**src/rtl/if_prefetch_unit.sv**
```systemverilog
// Instruction-fetch stage: PC generation, in-order request tracking and a DEPTH-entry prefetch
// buffer feeding ID. Define IF_PERF_CNT_EN to add stall/flush performance counters.
module if_prefetch_unit #(
  parameter int unsigned     XLEN     = 32,
  parameter int unsigned     DEPTH    = 4,
  parameter logic [XLEN-1:0] RESET_PC = '0,
  parameter int unsigned     PC_STEP  = 4
) (
  input  logic            clk,
  input  logic            reset,
  input  logic            go,
  input  logic            branch,
  input  logic [XLEN-1:0] branch_addr,
  output logic            imem_rd_en,
  output logic [XLEN-1:0] imem_addr,
  input  logic            imem_rvalid,
  input  logic [XLEN-1:0] imem_rdata,
  output logic            id_valid,
  input  logic            id_ready,
  output logic [XLEN-1:0] id_inst,
  output logic [XLEN-1:0] id_pc
`ifdef IF_PERF_CNT_EN
  ,
  output logic [31:0]     perf_stall_cnt,
  output logic [31:0]     perf_flush_cnt
`endif
);

  localparam int unsigned     AW   = $clog2(DEPTH);
  localparam int unsigned     CW   = AW + 1;
  localparam logic [XLEN-1:0] STEP = XLEN'(PC_STEP);

  logic [XLEN-1:0] fetch_pc;
  logic [XLEN-1:0] resp_pc;
  logic [XLEN-1:0] buf_inst [DEPTH];
  logic [XLEN-1:0] buf_pc   [DEPTH];
  logic [AW-1:0]   wr_ptr;
  logic [AW-1:0]   rd_ptr;
  logic [CW-1:0]   occupancy;
  logic [CW-1:0]   outstanding;
  logic [CW-1:0]   drop_cnt;
  logic [CW+1:0]   credit_used;
  logic [XLEN-1:0] redirect_pc;
  logic            issue;
  logic            resp_drop;
  logic            resp_keep;
  logic            push;
  logic            pop;

  // Every buffer slot is reserved by a request until it is popped, so a push never overflows.
  assign credit_used = {2'b00, occupancy} + {2'b00, outstanding} + {2'b00, drop_cnt};
  assign issue       = go && !branch && (credit_used < (CW + 2)'(DEPTH));

  assign resp_drop   = imem_rvalid && (drop_cnt != '0);
  assign resp_keep   = imem_rvalid && (drop_cnt == '0);
  assign push        = resp_keep && !branch;
  assign pop         = id_valid && id_ready && !branch;
  assign redirect_pc = branch_addr & ~XLEN'(3);

  assign id_valid    = (occupancy != '0);
  assign id_inst     = buf_inst[rd_ptr];
  assign id_pc       = buf_pc[rd_ptr];

  always_ff @(posedge clk) begin
    if (reset) begin
      fetch_pc    <= RESET_PC;
      resp_pc     <= RESET_PC;
      wr_ptr      <= '0;
      rd_ptr      <= '0;
      occupancy   <= '0;
      outstanding <= '0;
      drop_cnt    <= '0;
      imem_rd_en  <= 1'b0;
      imem_addr   <= RESET_PC;
      for (int i = 0; i < DEPTH; i++) begin
        buf_inst[i] <= '0;
        buf_pc[i]   <= '0;
      end
    end else begin
      imem_rd_en <= issue;
      if (issue) begin
        imem_addr <= fetch_pc;
        fetch_pc  <= fetch_pc + STEP;
      end
      if (branch) begin
        // Everything still in flight becomes stale; a response landing now is consumed here.
        fetch_pc    <= redirect_pc;
        resp_pc     <= redirect_pc;
        wr_ptr      <= '0;
        rd_ptr      <= '0;
        occupancy   <= '0;
        outstanding <= '0;
        drop_cnt    <= drop_cnt + outstanding - CW'(imem_rvalid);
      end else begin
        if (push) begin
          buf_inst[wr_ptr] <= imem_rdata;
          buf_pc[wr_ptr]   <= resp_pc;
          wr_ptr           <= wr_ptr + 1'b1;
          resp_pc          <= resp_pc + STEP;
        end
        if (pop) begin
          rd_ptr <= rd_ptr + 1'b1;
        end
        occupancy   <= occupancy + CW'(push) - CW'(pop);
        outstanding <= outstanding + CW'(issue) - CW'(resp_keep);
        drop_cnt    <= drop_cnt - CW'(resp_drop);
      end
    end
  end

`ifdef IF_PERF_CNT_EN
  always_ff @(posedge clk) begin
    if (reset) begin
      perf_stall_cnt <= '0;
      perf_flush_cnt <= '0;
    end else begin
      if (id_valid && !id_ready && (perf_stall_cnt != '1)) begin
        perf_stall_cnt <= perf_stall_cnt + 32'd1;
      end
      if (branch && (perf_flush_cnt != '1)) begin
        perf_flush_cnt <= perf_flush_cnt + 32'd1;
      end
    end
  end
`endif

  a_no_overflow : assert property (@(posedge clk) disable iff (reset)
    push |-> (occupancy < CW'(DEPTH)));
  a_credit_bound : assert property (@(posedge clk) disable iff (reset)
    credit_used <= (CW + 2)'(DEPTH));

endmodule

```
**config.mk**
```make
export PLATFORM = sky130hd
export DESIGN_NAME = if_prefetch_unit
export DESIGN_NICKNAME = d
export VERILOG_FILES = /design/src/rtl/if_prefetch_unit.sv
export SDC_FILE = /design/constraint.sdc
export NUM_CORES = 1
export LEC_CHECK = 0
export CORE_ASPECT_RATIO = 0.75
export CORE_MARGIN = 2
export CORE_UTILIZATION = 35
export DETAILED_ROUTE_END_ITERATION = 12
export DONT_BUFFER_PORTS = 1
export SYNTH_ARGS = -nofsm -noshare
export SYNTH_HDL_FRONTEND = slang
export SYNTH_SLANG_ARGS = --single-unit
```
**constraint.sdc**
```tcl
create_clock -name clk -period 5.37 [get_ports clk]
set_input_delay 1.074 -clock clk [delete_from_list [all_inputs] [get_ports clk]]
set_output_delay 1.074 -clock clk [all_outputs]
set_load 0.02 [all_outputs]
```
==> impl_metrics.json <==
{
  "slew_violations": 0,
  "required_ps": 5790,
  "fp.dieH_um": 187,
  "finalHoldViolCount": 0,
  "insertion_delay_ps": 540,
  "final-setup-viol-count": 0,
  "start_kind": "flip-flop",
  "arrival_ps": 3970,
  "ys_top_cells_by_area": "edfxtp_1 48%, dfxtp_1 14%, mux4_2 8.9%, nor2_1 4.3%, nand2_1 3.6%",
  "r2r_end": "outstanding[2]$_SDFF_PP0_",
  "grt_pass1_wl_mm": 58.3,
  "cts_resized": 0,
  "drt-wirelength-per-cell_um": 20.2,
  "gr-total-overflow": 0,
  "clock_path_buffers": 3,
  "peakVddDrop_mv": 0.217,
  "fmax_ghz": 0.282,
  "period_share_pct": 66.1,
  "hp-class": "flip-flop to flip-flop",
  "synth_seq_cells": 354,
  "pre_cts_slack_ps": 1810,
  "fin_nets": 1368,
  "drt-initial-drc-count": 657,
  "io_buffers": 0,
  "start_util_pct": 35.3,
  "synthMuxAreaShare_pct": 8.98,
  "yosys.cell_count.top_type": "edfxtp_1",
  "cts_tree": "built",
  "crit_start": "occupancy[1]$_SDFF_PP0_",
  "rsz0062_at_grt": "false",
  "status": "finished clean",
  "syn_to_final_growth_pct": 11.2,
  "synth_simple_gate_area_share_pct": 14.5,
  "grt_pass1_vias": 9818,
  "timing.setup.tns_ps": 0,
  "worst_slack_ps": 1820,
  "postCtsHoldBufs": 0,
  "yosys.area.top_type": "edfxtp_1",
  "r2r-start": "occupancy[1]$_SDFF_PP0_",
  "fp.coreArea_mm2": 0.0444,
  "syn-cell-area_mm2": 0.0157,
  "relSlewSlack_pct": 28.8,
  "synth_async_sr_flop_share_pct": 0,
  "crit_path_end": "outstanding[2]$_SDFF_PP0_",
  "synth_edf_count": 248,
  "worstRegToRegCells": 16,
  "cp_num_cells": 16,
  "cp_max_fo": 4,
  "pin_count": 168,
  "first_pass_iters": 5,
  "antennaDiodeCount": 0,
  "skew_ps": 21.5,
  "wl_mm": 38.2,
  "cts_buffers": 37,
  "cpPeakStageDelay_ps": 500,
  "finalNonFillerCells": 1891,
  "cpMaxStageDelayCell": "fa_1",
  "root_buffer": "clkbuf_16",
  "postSynthCellCount": 1301,
  "p_leak_uw": 0.00641,
  "place_inst": 1826,
  "yosys.area.top_type_share_pct": 47.5,
  "ys_types": 63,
  "crit_path_end_kind": "flip-flop",
  "r2r_setup_slack_ps": 1820,
  "syn_area_per_cell_um2": 12.0,
  "netlist_top_cells_count": "248 x edfxtp_1, 181 x nor2_1, 149 x nand2_1",
  "synth_xor_area_share_pct": 3.41,
  "path_cells": "inv_1, fa_1, nor2_1, fa_1, nor2b_1, o221ai_2, nor2_2, inv_2, ha_1, inv_1, ha_1, inv_1, fa_1, xnor2_1, xnor2_1, nor2_1",
  "crit_buf_inv": 4,
  "tightest_slew_ps": 1070,
  "rows": 67,
  "p_per_area_mw_per_mm2": 371,
  "vias_per_cell": 5.08,
  "finalCriticalPeriod_ps": 3550,
  "htreeDepth": 2,
  "yosys_warnings": 0,
  "synth_compound_area_share_pct": 5.46,
  "dp_hpwl_mm": 23.6,
  "drive_gt1_share_pct": 11.6,
  "cts_setup_buffers": 0,
  "antenna_found_initial": 0,
  "critPathTopFamily": "adder cells",
  "postRouteAntennaNets": 0,
  "die-area_mm2": 0.0465,
  "path_class": "flip-flop to flip-flop",
  "yosysSeqAreaShare_pct": 61.1,
  "gp_congestion": 0.821,
  "cap_violations": 0,
  "drc": 0,
  "yosys.area_share.adder_pct": 1.80,
  "clkSinkCount": 354,
  "grt_max_degree": 79,
  "path_clk_slew_ps": 60,
  "synth_top_family_by_area": "simple AND/OR/NAND/NOR gates",
  "vias": 9599,
  "track_usage_pct": 16.4,
  "die_w_um": 248,
  "synth_ff_type": "edfxtp_1"
}
[stage by stage]
step	cell area [um2]	total power (uW)	hold WS [ps]	utilization (%)
floorplan	15700	3810	437	-
global placement	16300	4000	466	36.6
detailed placement	16300	4020	461	36.6
CTS	17400	6550	472	39.2
global route	17400	6750	510	39.2
finish	17400	6470	470	39.2
[where the power goes]
part / total [uW] / internal [uW] / switching, uW
combinational: 716 / 230 / 486
clock: 2520 / 1450 / 1070
sequential: 3230 / 3100 / 131
[cells by family (layout without fill, tap and decap cells)]
| group | after synthesis | count (layout) |
|---|---|---|
| adder cells (fa/ha/maj) | 19 | 19 |
| XOR/XNOR | 61 | 61 |
| flip-flops | 354 | 354 |
| multiplexers | 63 | 63 |
| AO/OA/AOI/OAI | 131 | 131 |
| other | 1 | 4 |
| buffers and inverters | 186 | 187 |
| AND/OR/NAND/NOR | 486 | 486 |
[cell usage in the layout (no fill, tap or decap), types with 4 or more instances in the layout]
cell type	count
conb_1	4
mux4_2	62
xnor2_1	35
nor4_1	7
a21boi_1	8
inv_1	104
ha_1	13
nand2_1	149
buf_4	13
clkbuf_16	37
a21boi_0	28
clkinv_1	5
nand3_1	16
nor3_1	14
o31a_1	7
xor2_1	26
fa_1	6
a21oi_1	59
dfxtp_1	104
nor2b_1	4
nor2_1	179
and4_1	7
clkinv_2	4
nand4_1	22
and2_1	49
a211oi_1	10
edfxtp_1	248
clkbuf_1	11
and3_1	10
[tightest hold or removal path: cells and delay by family, from the launching register on]
family          cells  cell delay (ps)
simple gates        1               60
flops               1              320
compound gates      1               50
[registers in the layout, indices dropped and copies added (netlist names), 2 cells and up, named ones only]
name and flops:
imem_addr 30, wr_ptr 2, drop_cnt 3, rd_ptr 2, outstanding 3, buf_inst 128
fetch_pc 30, buf_pc 120, resp_pc 30, occupancy 3
[area by class of cell]
class	instances	area, um2
repair buffers	15	138
multi-input cells	764	5410
flip-flops and latches	354	9570
well taps	586	733
fillers	4266	27000
clock buffers	50	995
inverters	107	402
clock inverters	15	174
[how the worst min path moves through the flow]
stage	to	slack (ps)	start	cells past startpoint
2_1_floorplan	imem_addr[6]$_SDFFE_PP0P_	440	fetch_pc[6]$_SDFFE_PP0P_	2
3_3_place_gp	imem_addr[6]$_SDFFE_PP0P_	470	fetch_pc[6]$_SDFFE_PP0P_	2
4_1_cts	imem_addr[6]$_SDFFE_PP0P_	470	fetch_pc[6]$_SDFFE_PP0P_	2
6_report	imem_addr[6]$_SDFFE_PP0P_	470	fetch_pc[6]$_SDFFE_PP0P_	2
3_5_place_dp	imem_addr[6]$_SDFFE_PP0P_	460	fetch_pc[6]$_SDFFE_PP0P_	2
5_1_grt	imem_addr[6]$_SDFFE_PP0P_	510	fetch_pc[6]$_SDFFE_PP0P_	2
[routing by layer]
metal / up-vias / GRT usage (%) / routed length (um)
met3: 47 / 3.74 / 2360
met1: 4844 / 22.6 / 17200
li1: 4502 / - / -
met2: 206 / 26.3 / 17900
met5: - / 0 / 0
met4: 0 / 3.69 / 705
Note: power is estimated with default switching activity, not from simulation.
